File: src/rtl/ar_fifo_pkg.sv
// Shared definitions for the SRL FIFO family: count sizing, threshold
// legality and the output-stage state encoding.
package ar_fifo_pkg;

    // Output register occupancy when the registered output stage is present.
    typedef enum logic {
        OUT_EMPTY = 1'b0,
        OUT_VALID = 1'b1
    } out_state_t;

    // COUNT must hold 0..DEPTH (+1 with the output register).
    function automatic int count_w(input int l2depth);
        return l2depth + 1;
    endfunction

    // Thresholds must be reachable for the flags to mean anything.
    function automatic bit thresh_ok(input int af, input int ae, input int cap);
        return (af <= cap) && (ae < cap) && (af >= 0) && (ae >= 0);
    endfunction

endpackage

File: src/rtl/ar_srl_fifo_level_store.sv
// DEPTH x WIDTH shift array. New data enters at index 0 and everything moves
// up one slot; the oldest live entry is read at the given address.
module ar_srl_store #(
    parameter int WIDTH   = 8,
    parameter int L2DEPTH = 2
) (
    input  logic               CLK,
    input  logic               shift,
    input  logic [WIDTH-1:0]   d_in,
    input  logic [L2DEPTH-1:0] addr,
    output logic [WIDTH-1:0]   d_out
);

    localparam int DEPTH = 1 << L2DEPTH;

    logic [WIDTH-1:0] dat [DEPTH];

    // Shift the whole array by one on each accepted write; contents are never reset.
    always_ff @(posedge CLK) begin
        if (shift) begin
            dat[0] <= d_in;
            for (int i = 1; i < DEPTH; i++) begin
                dat[i] <= dat[i-1];
            end
        end
    end

    assign d_out = dat[addr];

endmodule

File: src/rtl/ar_srl_fifo_level.sv
// SRL-based synchronous FIFO with fill level, almost-full/almost-empty flags,
// sticky overflow/underflow errors and an optional registered output stage.
module ar_srl_fifo_level
    import ar_fifo_pkg::*;
#(
    parameter int WIDTH     = 128,
    parameter int L2DEPTH   = 5,
    parameter int OREG      = 0,
    parameter int AF_THRESH = (1 << L2DEPTH) - 4,
    parameter int AE_THRESH = 4
) (
    input  logic                 CLK,
    input  logic                 RST_N,
    input  logic                 CLR,
    input  logic                 ENQ,
    input  logic                 DEQ,
    input  logic [WIDTH-1:0]     D_IN,
    output logic [WIDTH-1:0]     D_OUT,
    output logic                 FULL_N,
    output logic                 EMPTY_N,
    output logic [L2DEPTH:0]     COUNT,
    output logic                 ALMOST_FULL,
    output logic                 ALMOST_EMPTY,
    output logic                 OVF,
    output logic                 UNF
);

    localparam int DEPTH = 1 << L2DEPTH;
    localparam int CAP   = DEPTH + OREG;
    localparam int CW    = count_w(L2DEPTH);
    localparam logic [CW-1:0] CAP_C = CW'(CAP);

    if (!thresh_ok(AF_THRESH, AE_THRESH, CAP)) begin : g_bad_thresh
        $error("ar_srl_fifo_level: AF_THRESH/AE_THRESH out of range for capacity");
    end
    if (OREG != 0 && OREG != 1) begin : g_bad_oreg
        $error("ar_srl_fifo_level: OREG must be 0 or 1");
    end

    logic [CW-1:0]      count_q, count_nxt;
    logic [CW-1:0]      pos_q, pos_nxt;
    logic               full_n_q, empty_n_q, af_q, ae_q, ovf_q, unf_q;
    logic               acc_enq, acc_deq, shift;
    logic [L2DEPTH-1:0] rd_addr;
    logic [WIDTH-1:0]   srl_head;

    function automatic logic af_of(input logic [CW-1:0] c);
        return int'(c) >= AF_THRESH;
    endfunction

    function automatic logic ae_of(input logic [CW-1:0] c);
        return int'(c) <= AE_THRESH;
    endfunction

    // Acceptance depends only on registered flags, so no request reaches an output combinationally.
    assign acc_enq = ENQ & full_n_q;
    assign acc_deq = DEQ & empty_n_q;
    assign rd_addr = L2DEPTH'(pos_q - CW'(1));

    ar_srl_store #(
        .WIDTH   (WIDTH),
        .L2DEPTH (L2DEPTH)
    ) u_store (
        .CLK   (CLK),
        .shift (shift),
        .d_in  (D_IN),
        .addr  (rd_addr),
        .d_out (srl_head)
    );

    // Total occupancy after this edge; simultaneous accepts cancel out.
    always_comb begin
        count_nxt = count_q;
        if (acc_enq && !acc_deq) begin
            count_nxt = count_q + CW'(1);
        end else if (!acc_enq && acc_deq) begin
            count_nxt = count_q - CW'(1);
        end
    end

    if (OREG == 0) begin : g_direct
        // Without an output register the SRL holds everything and its head is the output.
        assign shift   = acc_enq;
        assign pos_nxt = count_nxt;
        assign D_OUT   = srl_head;
    end else begin : g_oreg
        out_state_t       state_q;
        logic [WIDTH-1:0] oreg_q;
        logic             srl_has;

        assign srl_has = (pos_q != '0);
        assign D_OUT   = oreg_q;

        // SRL only takes data once the output register is occupied and not being bypassed.
        always_comb begin
            shift   = 1'b0;
            pos_nxt = pos_q;
            if (state_q == OUT_VALID) begin
                if (acc_enq && !acc_deq) begin
                    shift   = 1'b1;
                    pos_nxt = pos_q + CW'(1);
                end else if (!acc_enq && acc_deq && srl_has) begin
                    pos_nxt = pos_q - CW'(1);
                end else if (acc_enq && acc_deq && srl_has) begin
                    shift = 1'b1;
                end
            end
        end

        // Output register FSM: load by bypass from D_IN or refill from the SRL head.
        always_ff @(posedge CLK) begin
            if (!RST_N || CLR) begin
                state_q <= OUT_EMPTY;
                oreg_q  <= '0;
            end else begin
                case (state_q)
                    OUT_EMPTY: begin
                        if (acc_enq) begin
                            oreg_q  <= D_IN;
                            state_q <= OUT_VALID;
                        end
                    end
                    OUT_VALID: begin
                        if (acc_deq) begin
                            if (srl_has) begin
                                oreg_q <= srl_head;
                            end else if (acc_enq) begin
                                oreg_q <= D_IN;
                            end else begin
                                state_q <= OUT_EMPTY;
                            end
                        end
                    end
                    default: state_q <= OUT_EMPTY;
                endcase
            end
        end
    end

    // Occupancy, flags and sticky errors; flags come from the next count so they track COUNT exactly.
    always_ff @(posedge CLK) begin
        if (!RST_N || CLR) begin
            count_q   <= '0;
            pos_q     <= '0;
            full_n_q  <= 1'b1;
            empty_n_q <= 1'b0;
            af_q      <= af_of('0);
            ae_q      <= ae_of('0);
            ovf_q     <= 1'b0;
            unf_q     <= 1'b0;
        end else begin
            count_q   <= count_nxt;
            pos_q     <= pos_nxt;
            full_n_q  <= (count_nxt != CAP_C);
            empty_n_q <= (count_nxt != '0);
            af_q      <= af_of(count_nxt);
            ae_q      <= ae_of(count_nxt);
            ovf_q     <= ovf_q | (ENQ & ~full_n_q);
            unf_q     <= unf_q | (DEQ & ~empty_n_q);
        end
    end

    assign COUNT        = count_q;
    assign FULL_N       = full_n_q;
    assign EMPTY_N      = empty_n_q;
    assign ALMOST_FULL  = af_q;
    assign ALMOST_EMPTY = ae_q;
    assign OVF          = ovf_q;
    assign UNF          = unf_q;

endmodule

File: config.mk
export PLATFORM = sky130hd
export DESIGN_NAME = ar_srl_fifo_level
export DESIGN_NICKNAME = d
export VERILOG_FILES = /design/src/rtl/ar_fifo_pkg.sv /design/src/rtl/ar_srl_fifo_level_store.sv /design/src/rtl/ar_srl_fifo_level.sv
export SDC_FILE = /design/constraint.sdc
export NUM_CORES = 2
export LEC_CHECK = 0
export BUFFER_PORTS_ARGS = -buffer_cell sky130_fd_sc_hd__buf_4
export CAP_MARGIN = 10
export CORE_ASPECT_RATIO = 1.5
export CORE_MARGIN = 10
export CORE_UTILIZATION = 38
export DETAILED_ROUTE_END_ITERATION = 8
export GPL_ROUTABILITY_DRIVEN = 0
export GPL_TIMING_DRIVEN = 0
export SLEW_MARGIN = 20
export SYNTH_ARGS = -nofsm -noshare
export SYNTH_HDL_FRONTEND = slang
export SYNTH_SLANG_ARGS = --single-unit
File: constraint.sdc
create_clock -name CLK -period 123.2 [get_ports CLK]
set_input_delay 24.64 -clock CLK [delete_from_list [all_inputs] [get_ports CLK]]
set_output_delay 24.64 -clock CLK [all_outputs]
set_load 0.05 [all_outputs]
==> results.sh <==
export IMPL_worstSetupPathType="in -> reg"
export IMPL_multi_input_area_um2=31000
export IMPL_htreeDepth=5
export IMPL_port_buffers=272
export IMPL_synthTopCellsByArea="edfxtp_1 79%, mux4_2 15%, nand2_1 1.8%"
export IMPL_grt_max_degree=125
export IMPL_rsz0062_at_grt="no"
export IMPL_initial_utilization_pct=38.1
export IMPL_path_cells="buf_4 -> nand2_1 -> inv_8 -> buf_16 -> buf_16 -> buf_16 -> buf_16 -> buf_16 -> buf_16 -> buf_16 -> buf_16 -> buf_16 -> buf_16 -> buf_16 -> buf_16 -> buf_16 -> buf_16"
export IMPL_synth_edf_count=4096
export IMPL_io_pins=273
export IMPL_clock_sinks=4108
export IMPL_synth_compound_area_share_pct=0.872
export IMPL_synth_cells=6996
export IMPL_final_antenna_net_count=0
export IMPL_postCtsSetupBuffers=0
export IMPL_final_common_cell="edfxtp_1"
export IMPL_finalWorstSetupSlack_ps=91300
export IMPL_grt_ovfl_total=0
export IMPL_cp_arrival_ps=32480
export IMPL_cts_buffers=386
export IMPL_worstReg2RegEnd="u_store.dat[5][46]"
export IMPL_cts_tree="built"
export IMPL_synth_top_family_by_area="multiplexers"
export IMPL_power_density_nw_per_um2=17.8
export IMPL_area_growth_pct=14.6
export IMPL_synthAdderAreaFrac_pct=0.0160
export IMPL_grt_pass1_wl_um=503000
export IMPL_cts_resized=0
export IMPL_chipHeight_um=805
export IMPL_synth_cell_types=48
export IMPL_end_kind="register"
export IMPL_final_seq_area_um2=123000
export IMPL_drv_slew=0
export IMPL_reg2reg_from="FULL_N"
export IMPL_fin_area_um2=179000
export IMPL_fill_cells=34400
export IMPL_finalCritPeriodShare_pct=25.9
export IMPL_drive_gt1_share_pct=26.2
export IMPL_min_period_ps=31900
export IMPL_worst_path_most_repeated_cell="buf_16"
export IMPL_root_buffer="clkbuf_16"
export IMPL_finalSetupViolCount=0
export IMPL_cts_hold_buffers=0
export IMPL_synth_top_area_share_pct=78.8
export IMPL_viasPerCell=5.32
export IMPL_cpPeakStageDelay_ps=520
export IMPL_maxCapViolations=0
export IMPL_clock_latency_ps=960
export IMPL_hold_violations=0
export IMPL_synth_avg_cell_area_um2=22.3
export IMPL_leakage_nw=58.6
export IMPL_synth_seq_cells=4108
export IMPL_synth_simple_gate_area_share_pct=3.22
export IMPL_synth_area_um2=156000
export IMPL_clock_skew_ps=50.3
export IMPL_outcome="complete, no violations"
export IMPL_critPathLaunchType="input pin"
export IMPL_wl_per_cell_um=25.3
export IMPL_async_reset_ff_share_pct=0
export IMPL_syn_nets=7131
export IMPL_nets=7845
export IMPL_tightest_slew_ps=1150
export IMPL_setup_tns_ps=0
export IMPL_drt_iter0_markers=7254
export IMPL_cp_startpoint="ENQ"
export IMPL_antenna_found_initial=21
export IMPL_core_um2=410000
export IMPL_worstHoldPathType="reg -> reg"
export IMPL_fmax_ghz=0.0313
export IMPL_track_usage_pct=15.1
export IMPL_yosys_warnings=0
export IMPL_wl_um=340000
export IMPL_crit_slowest_cell="buf_16"
export IMPL_drc=0
export IMPL_fp_dieW_um=543
export IMPL_power_mw=3.18
export IMPL_grt_pass1_vias=75500
export IMPL_reg2reg_slack_ps=114610
export IMPL_final_util_pct=43.6
export IMPL_worstSetupEndpoint="u_store.dat[5][46]"
export IMPL_cp_data_required_time_ps=123780
export IMPL_r2r_cells=16
export IMPL_synthXorXnorAreaFrac_pct=0.0377
export IMPL_synth_seq_area_share_pct=79.0
export IMPL_hpwlAfterDp_um=227000
export IMPL_synth_top_area_cell="edfxtp_1"
export IMPL_max_slew_margin_pct=23.0
export IMPL_synth_ff_type="edfxtp_1"
export IMPL_vias=71400
export IMPL_cts_path_max_buffers=4
export IMPL_dieArea_um2=437000
export IMPL_place_ws_ps=90170
export IMPL_clkTransAtPathRegs_ps=70
export IMPL_final_cell_mix="4096 x edfxtp_1, 1024 x mux4_2, 745 x nand2_1"
export IMPL_max_vdd_ir_drop_mv=0.0117
export IMPL_muxShareOfSynthArea_pct=15.7
export IMPL_firstDrtPassIters=6
export IMPL_placed_area_um2=166000
export IMPL_rows=288
export IMPL_critPathMaxFanout=123
how the worst min path moves through the flow:
stage	from	end	slack [ps]	cells after the start
2_1_floorplan	u_store.dat[9][0]	u_store.dat[10][0]	420	0
3_3_place_gp	u_store.dat[1][20]	u_store.dat[2][20]	420	0
3_5_place_dp	u_store.dat[9][107]	u_store.dat[10][107]	430	0
4_1_cts	u_store.dat[25][110]	u_store.dat[26][110]	390	0
5_1_grt	u_store.dat[25][110]	u_store.dat[26][110]	410	0
6_report	u_store.dat[25][110]	u_store.dat[26][110]	410	0
synth_stat cells, types with 3 or more instances:
library cell  number
edfxtp_1        4096
a211o_1            9
nand3_1          247
mux4_2          1024
a32oi_1          120
clkbuf_1         187
inv_1              6
buf_4             34
mux2i_1          138
a21oi_1           16
nand2b_1           4
dfxtp_1           12
o22ai_1            9
or3_1              3
and3_1           124
nand2_1          745
o21ai_0            3
buf_1             23
mux2_2             8
nor3_1             6
buf_2            139
nor2_1             9
report_power, final:
part           internal (mW)  leakage [nW]  switching (mW)  total, mW
clock network          0.664          6.07           0.528       1.19
registers               1.63          40.2          0.0392       1.67
logic                  0.114          12.4           0.199      0.313
total                   2.41          58.6           0.766       3.18
final cells by class:
class | instances | share of cell area (%)
clock buffers | 459 | 5.65
repair buffers | 326 | 1.93
plain buffers | 385 | 1.01
flip-flops and latches | 4108 | 68.9
inverters | 7 | 0.0189
multi-input cells | 2496 | 17.4
clock inverters | 237 | 1.30
diodes | 49 | 0.0686
well taps | 5365 | 3.75
metal layers:
| metal | track usage [%] | up-vias | wire length (µm) |
|---|---|---|---|
| met1 | 19.5 | 38400 | 137000 |
| li1 | - | 30800 | - |
| met3 | 2.42 | 435 | 16500 |
| met5 | 0 | - | 13 |
| met2 | 26.3 | 1807 | 178000 |
| met4 | 4.40 | 2 | 8410 |
logic make-up (layout without fill, tap and decap cells):
group | Yosys count | after routing
AOI/OAI and AO/OA | 167 | 167
xor gates and xnor gates | 5 | 5
adders and majority gates | 2 | 2
buffers and inverters | 392 | 1414
DFF | 4108 | 4108
muxes | 1170 | 1170
other | 0 | 49
and+or+nand+nor | 1152 | 1152
critical path, delay by kind of cell:
kind / cells / cell delay (ps)
simple gates: 1 / 240
buf+inv: 16 / 6820
metrics by stage:
step                      hold slack (ps)  instances
after floorplan                       421       6996
after global placement                424      12600
after detailed placement              427      12700
after CTS                             393      13400
after global routing                  414      13400
final                                 406      13400
registers in the layout, indices dropped and copies added, names as in the netlist:
signal,count
u_store.dat,4096
pos_q,6
ALMOST_EMPTY,1
ALMOST_FULL,1
EMPTY_N,1
FULL_N,1
OVF,1
UNF,1
No activity file was read; power rests on OpenSTA's default activity.
